[config.mk]
export PLATFORM = sky130hd
export DESIGN_NAME = fir_decim_fifo
export DESIGN_NICKNAME = d
export VERILOG_FILES = /design/src/rtl/fir_decim_fifo.sv
export SDC_FILE = /design/constraint.sdc
export NUM_CORES = 1
export LEC_CHECK = 0
export BUFFER_PORTS_ARGS = -buffer_cell sky130_fd_sc_hd__clkbuf_2
export CORE_MARGIN = 2
export CORE_UTILIZATION = 60
export CTS_BUF_LIST = sky130_fd_sc_hd__clkbuf_8
export CTS_CLUSTER_DIAMETER = 50
export DETAILED_ROUTE_END_ITERATION = 6
export GPL_TIMING_DRIVEN = 0
export PLACE_DENSITY = 0.75
export SLEW_MARGIN = 20
export SYNTH_ARGS = -nofsm -noshare
export SYNTH_HDL_FRONTEND = slang
export SYNTH_SLANG_ARGS = --single-unit
[constraint.sdc]
create_clock -name clk -period 3.3 [get_ports clk]
set_input_delay 0.66 -clock clk [delete_from_list [all_inputs] [get_ports clk]]
set_output_delay 0.66 -clock clk [all_outputs]
set_load 0.05 [all_outputs]
[src/rtl/fir_decim_fifo.sv]
// fir_decim_fifo: decimates FIR output samples by 2**DECIM_LOG2 and buffers the kept ones in a show-ahead FIFO.
// Define DECIM_AVG_EN to replace pick-every-Nth decimation with a boxcar average of each group of samples.
module fir_decim_fifo #(
    parameter int DECIM_LOG2 = 2,
    parameter int DEPTH_LOG2 = 4,
    parameter int DW         = 16
) (
    input  logic                  clk,
    input  logic                  reset,
    input  logic [DW-1:0]         in_data,
    input  logic                  in_valid,
    input  logic                  sync_in,
    output logic [DW-1:0]         out_data,
    output logic                  out_valid,
    input  logic                  out_ready,
    output logic [DEPTH_LOG2:0]   fifo_level,
    output logic                  overflow,
    input  logic                  ovf_clr
);

    localparam int DEPTH = 1 << DEPTH_LOG2;
    localparam logic [DEPTH_LOG2:0] LEVEL_FULL = (DEPTH_LOG2+1)'(DEPTH);

    logic [DECIM_LOG2-1:0] phase_q, phase_d, curPhase;
    logic                  keep;
    logic [DW-1:0]         keepData;

    // sync_in forces the current sample to phase 0; the counter only moves on valid samples
    always_comb begin
        curPhase = sync_in ? '0 : phase_q;
        phase_d  = in_valid ? curPhase + DECIM_LOG2'(1) : phase_q;
    end

    always_ff @(posedge clk) begin
        if (reset) begin
            phase_q <= '0;
        end else begin
            phase_q <= phase_d;
        end
    end

`ifdef DECIM_AVG_EN
    localparam int AW = DW + DECIM_LOG2;

    logic signed [AW-1:0] acc_q, acc_d, sum, avg;

    // Accumulator restarts on sync; the last sample of a group is folded in before the shift
    always_comb begin
        sum      = (sync_in ? '0 : acc_q) + {{DECIM_LOG2{in_data[DW-1]}}, in_data};
        avg      = sum >>> DECIM_LOG2;
        keep     = in_valid && (&curPhase);
        keepData = avg[DW-1:0];
        acc_d    = acc_q;
        if (in_valid) begin
            acc_d = keep ? '0 : sum;
        end
    end

    always_ff @(posedge clk) begin
        if (reset) begin
            acc_q <= '0;
        end else begin
            acc_q <= acc_d;
        end
    end
`else
    always_comb begin
        keep     = in_valid && (curPhase == '0);
        keepData = in_data;
    end
`endif

    logic [DW-1:0]         mem_q [DEPTH];
    logic [DEPTH_LOG2-1:0] wrPtr_q, rdPtr_q;
    logic [DEPTH_LOG2:0]   level_q, level_d;
    logic                  overflow_q, overflow_d;
    logic                  full, pop, push, drop;

    // A full FIFO still accepts a push when the head is leaving on the same edge
    always_comb begin
        full       = (level_q == LEVEL_FULL);
        pop        = (level_q != '0) && out_ready;
        push       = keep && (!full || pop);
        drop       = keep && full && !pop;
        level_d    = level_q + (DEPTH_LOG2+1)'(push) - (DEPTH_LOG2+1)'(pop);
        overflow_d = drop | (overflow_q & ~ovf_clr);
    end

    always_ff @(posedge clk) begin
        if (reset) begin
            wrPtr_q    <= '0;
            rdPtr_q    <= '0;
            level_q    <= '0;
            overflow_q <= 1'b0;
        end else begin
            wrPtr_q    <= wrPtr_q + DEPTH_LOG2'(push);
            rdPtr_q    <= rdPtr_q + DEPTH_LOG2'(pop);
            level_q    <= level_d;
            overflow_q <= overflow_d;
        end
    end

    always_ff @(posedge clk) begin
        if (push) begin
            mem_q[wrPtr_q] <= keepData;
        end
    end

    assign out_data   = mem_q[rdPtr_q];
    assign out_valid  = (level_q != '0);
    assign fifo_level = level_q;
    assign overflow   = overflow_q;

endmodule

==> impl_metrics.tcl, run 1 <==
set metrics [dict create \
    status "complete, no violations" \
    slew_headroom_pct 56.7 \
    placed_cell_area_sq_um 11300 \
    slowest_stage "buf_2" \
    stdcell_area_sq_um 12100 \
    use_met2_pct 39.8 \
    clk_latency_ns 0.55 \
    muxShareOfSynthArea_pct 14.6 \
    setup_violations 0 \
    synth-seq-cells 272 \
    synthSimpleGateAreaFrac_pct 3.18 \
    antenna_found_initial 0 \
    crit_path_frequent_cell "buf_2" \
    grt_use_met1_pct 34.1 \
    arrival_ns 2.57 \
    first_global_vias 5450 \
    h-tree-depth 2 \
    critPathMaxStageDelay_ns 0.38 \
    skew_ns 0.0282 \
    clk_pin_slew_ns 0.06 \
    grt_max_degree 17 \
    slew_violations 0 \
    wl_microns 21900 \
    dieWidth_microns 137 \
    die_y_microns 137 \
    holdBufCountCts 0 \
    synth_top_family_by_area "multiplexers" \
    cp_data_required_time_ns 2.64 \
    drc 0 \
    synth_fa_ha_area_share_pct 1.49 \
    cp_top_family "buffers and inverters" \
    ant_nets 0 \
    rr_startpoint "fifo_level[2]" \
    synth_edf_count 256 \
    synth_area_leaders "edfxtp_1 (73%), mux4_2 (9.2%), mux4_1 (5.2%)" \
    hold_viol 0 \
    gr-max-usage-layer "met2" \
    syn_avg_cell_area_sq_um 21.2 \
    min_path_type "primary input to flip-flop" \
    period_minus_slack_ns 3.23 \
    root_buffer "clkbuf_8" \
    r2r_slack_ns 0.33 \
    crit_chain "buf_2 > buf_2 > mux4_2 > a22oi_1 > nand2_1 > clkbuf_2" \
    syn_nets 532 \
    cp-end-kind "output pin" \
    grt_pass1_wl_microns 32300 \
    clk_path_buf_depth 3 \
    start_util_pct 61.2 \
    synth.distinct_cells 30 \
    clock-sinks 272 \
    powerDensity_nw_per_um2 705 \
    worst_pin_slew_ns 0.648 \
    crit_fanout 10 \
    final_layout_size_suffix_gt1_share_pct 30.2 \
    power.total_w 0.00852 \
    period_share_pct 97.9 \
    crit_end "out_data[12]" \
    crit_buf_inv 3 \
    dp_hpwl_microns 14200 \
    yosysWarnings 0 \
    wl_per_cell_microns 25.6 \
    final_nets 640 \
    boundaryPins 45 \
    core_area_sq_um 17200 \
    grt-ovfl-total 0 \
    synth_area_leader_cell "edfxtp_1" \
    drtIter0Drc 557 \
    reg2reg_to "fifo_level[4]" \
    worstSetupPathDepth 6 \
    synth_top_cell_area_share_pct 72.9 \
    port-buffer-count 44 \
    synthArstFlopShare_pct 0 \
    synthXorXnorAreaFrac_pct 0.498 \
    syn_to_final_growth_pct 14.5 \
    cts_tree "yes" \
    tns_ns 0 \
    yosysSeqAreaShare_pct 75.9 \
    peakVddDrop_uv 483 \
    post_cts_buffers 0 \
    crit_path_start_kind "flip-flop" \
    rows 48 \
    grt_util_met3_pct 5.04 \
    die-area_sq_um 18700 \
    vias 5283 \
    via_per_inst 6.19 \
    reg2reg_depth 14 \
    n_antenna_cell 0 \
    synth_compound_area_share_pct 2.69 \
    routabilityCongestion 0.743 \
    critical_path_class "flip-flop to output pin" \
    syn_area_sq_um 10500 \
    track_usage_pct 24.6 \
    critPathLaunch "rdPtr_q[1]" \
    post-route-util_pct 70.0 \
    p_leak_nw 4.07 \
    ys.flop_type "edfxtp_1" \
    drtPass1Iterations 5 \
    syn_inst 498 \
    cts_buffers 42 \
    cap_violations 0 \
    max_freq_mhz 309 \
]
==> what timing repair did <==
item | CTS | global route
resized for setup | 7 | 11
endpoints found under the setup margin | 16 | 5
cloned | 0 | 0
==> per-stage QoR <==
stage,instances,hold WS (ns),worst slack (ns)
global placement,767,0.469,-0.845
global route,854,0.382,-0.00313
CTS,854,0.365,0.0268
finish,854,0.393,0.0679
floorplan,498,0.461,0.0560
detailed placement,787,0.494,0.286
==> worst reg2reg max path, cell delays in order (launching register included) <==
cell and delay, ns:
dfxtp_1 0.32, inv_1 0.09, ha_1 0.16, or3b_1 0.39, o311a_1 0.40, inv_1 0.09
ha_1 0.22, inv_1 0.06, ha_1 0.17, inv_1 0.06, fa_1 0.41, nor2b_1 0.16
o21bai_1 0.10, nand3_1 0.08, nor3b_1 0.18
==> cell usage after synthesis, types with 2 or more instances <==
cell and instances:
edfxtp_1 256, mux4_2 43, a22oi_1 32, nor2_1 23
mux4_1 21, nand2_1 18, dfxtp_1 16, clkbuf_1 13
ha_1 11, inv_1 10, nor2b_1 9, nor3_1 6
nand2b_1 5, buf_6 4, nand3_1 4, buf_2 3
buf_4 3, xnor2_1 3, xor2_1 3, a21oi_1 2
and2_1 2, mux2i_1 2, nand3b_1 2
==> sequential cells by signal, indices dropped and copies added, names as in the netlist <==
| signal | flops |
|---|---|
| overflow | 1 |
| mem_q | 256 |
| rdPtr_q | 4 |
| wrPtr_q | 4 |
| fifo_level | 5 |
| phase_q | 2 |
==> where the power goes <==
group	total, W	internal, W	leakage, nW	switching (W)
Combinational	0.00216	0.000865	1.22	0.00129
Clock	0.00241	0.00122	0.406	0.00119
Sequential	0.00395	0.00388	2.44	0.0000607
Total	0.00852	0.00597	4.07	0.00254
==> final cells by class <==
type,instances,area [sq um]
Tap cell,225,282
Fill cell,1036,5160
Clock inverter,23,97.6
Multi-Input combinational cell,193,2420
Timing Repair Buffer,64,468
Sequential cell,272,8010
Buffer,23,153
Clock buffer,44,606
Inverter,10,37.5
==> logic make-up (layout without fill, tap and decap cells) <==
kind of cell    after synthesis  after routing
flops                       272            272
simple gates                 71             71
fa+ha+maj                    12             12
xor+xnor                      6              6
mux                          66             66
buf+inv                      33            164
compound gates               38             38
==> layout by cell type (no fill, tap or decap), types with 2 or more instances in the layout <==
cell      instances
clkinv_1          8
dfxtp_1          16
mux4_2           43
buf_8            12
ha_1             11
nor2_2           13
a21oi_1           2
edfxtp_1        256
nor3_1            2
clkbuf_1          4
mux2i_1           2
buf_4             7
nand3b_1          2
clkbuf_2         50
xor2_1            3
nor3_2            4
xnor2_1           3
nor2b_1           9
buf_2             5
clkbuf_8         44
nor2_1           10
and2_1            2
a22oi_1          32
nand3_1           4
nand2_1          18
mux4_1           21
inv_6             2
buf_6             8
inv_1            22
nand2b_1          5
==> layer usage <==
layer	vias up	share of wire, %
li1	2285	-
met1	2747	41
met2	206	50
met3	45	6.9
met4	0	2.6
met5	-	0
==> how the worst min path moves through the flow <==
stage | start | to | cells after the start
floorplan | phase_q[0] | phase_q[0] | 2
global placement | overflow | overflow | 2
detailed placement | overflow | overflow | 2
CTS | reset | fifo_level[0] | 2
global route | reset | fifo_level[0] | 2
finish | reset | fifo_level[0] | 2
Note: power is estimated with default switching activity, not from simulation.
==> run 2, diff against run 1 <==
- CORE_MARGIN: 2 -> unset
- clock period: 3.3 -> 3.45 ns (I/O delays scaled with it)
==> impl_metrics.tcl, run 2 (same netlist as run 1, synthesis figures left out) <==
set metrics [dict create \
    clk_pin_slew_ns 0.06 \
    cp-end-kind "output pin" \
    dieWidth_microns 135 \
    cts_tree "yes" \
    rows 48 \
    n_antenna_cell 0 \
    dp_hpwl_microns 14100 \
    place_inst 783 \
    worstHoldPathCells 4 \
    final_layout_size_suffix_gt1_share_pct 29.5 \
    grt_max_degree 17 \
    regMostFlops "mem_q" \
    syn_to_final_growth_pct 14.7 \
    final_common_cell "edfxtp_1" \
    crit_fanout 10 \
    arrival_ns 2.60 \
    die_y_microns 135 \
    max_freq_mhz 304 \
    track_usage_pct 25.8 \
    core_area_sq_um 17200 \
    period_share_pct 95.3 \
    grt_pass1_wl_microns 33000 \
    cap_violations 0 \
    die-area_sq_um 18100 \
    largest_reg_flops 256 \
    clock-sinks 272 \
    mostFrequentLayoutCells "edfxtp_1 (256), clkbuf_2 (51), clkbuf_8 (44), mux4_2 (43), a22oi_1 (32)" \
    wl_microns 22000 \
    peakVddDrop_uv 670 \
    crit_path_start_kind "flip-flop" \
    min_path_type "primary input to flip-flop" \
    powerDensity_nw_per_um2 685 \
    vias 5306 \
    boundaryPins 45 \
    cp_data_required_time_ns 2.76 \
    drtIter0Drc 401 \
    first_global_vias 5741 \
    start_util_pct 61.2 \
    port-buffer-count 44 \
    h-tree-depth 2 \
    status "complete, no violations" \
    antenna_found_initial 0 \
    clk_path_buf_depth 3 \
    skew_ns 0.0168 \
    routabilityCongestion 0.738 \
    drc 0 \
    root_buffer "clkbuf_8" \
    critical_path_class "flip-flop to output pin" \
    period_minus_slack_ns 3.29 \
    setup_violations 0 \
    post-route-util_pct 70.2 \
    final_cells 863 \
    rsz0062_at_grt "false" \
    drtPass1Iterations 4 \
    ant_nets 0 \
    reg2reg_depth 14 \
    slew_headroom_pct 46.9 \
    final_nets 637 \
    slew_violations 0 \
    hold_viol 0 \
    clk_latency_ns 0.54 \
    wl_per_cell_microns 25.4 \
    cts_buffers 43 \
    grt-ovfl-total 0 \
    p_leak_nw 4.07 \
    worst_pin_slew_ns 0.796 \
    via_per_inst 6.15 \
]
==> run 2: cell types whose count changed in the layout (fill, tap and decap cells not counted), moves of 2 or more <==
cell      previous run  this run
clkbuf_1             4         6
buf_2                5         3
clkinv_2             1         5
nor2_4               0         4
nor2_2              13         8
buf_8               12         7
clkinv_1             8        15
==> run 2: final cells by class <==
cell class                 count  area [sq um]
sequential                   272          8010
multi-input combinational    193          2440
inverter                      10          37.5
clock buffer                  44           606
timing repair buffer          60           412
fill                        1063          5140
clock inverter                36           176
tap                          225           282
buffer                        23           140
==> run 2: per-stage QoR <==
step	TNS [ns]	power, W	instance area, sq um	worst slack, ns	hold slack [ns]
after global placement	-45.83	0.00581	11000	-0.768	0.468
after floorplan	0	0.00538	10500	0.206	0.461
after detailed placement	0	0.00590	11300	0.353	0.490
after global routing	0	0.00860	12100	0.0901	0.441
final	0	0.00829	12100	0.162	0.431
after CTS	0	0.00835	12100	0.0710	0.411
==> run 2: path summary, 6_finish.rpt <==
check | to | slack, ns | startpoint
setup reg to reg | fifo_level[4] | 0.46 | fifo_level[3]
hold / removal | overflow | 0.43 | ovf_clr
setup / recovery | out_data[5] | 0.16 | rdPtr_q[1]
hold reg to reg | overflow | 0.50 | overflow
==> run 2: what timing repair did <==
action | 4_1_cts | 5_1_grt
setup buffers | 0 | 0
resized for setup | 6 | 2
hold buffers | 0 | 0
endpoints found under the setup margin | 15 | 8
==> run 2: worst max-delay path: stages, from the launching register on <==
cell and delay, ns:
dfxtp_1 0.40, buf_2 0.27, clkbuf_2 0.39, mux4_1 0.35
a22oi_1 0.26, nand2_1 0.13, clkbuf_2 0.26
==> run 2: power breakdown <==
part | switching (W) | internal [W]
logic | 0.00124 | 0.000818
registers | 0.0000587 | 0.00371
clock network | 0.00119 | 0.00127
==> run 2: routing by layer <==
| metal | GRT usage [%] | wire length, microns | vias to the layer above |
|---|---|---|---|
| met4 | 12.4 | 799 | 0 |
| met3 | 5.22 | 1260 | 73 |
| met5 | 0 | 0 | - |
| li1 | - | - | 2288 |
| met2 | 42.4 | 11100 | 211 |
| met1 | 33.6 | 8800 | 2734 |
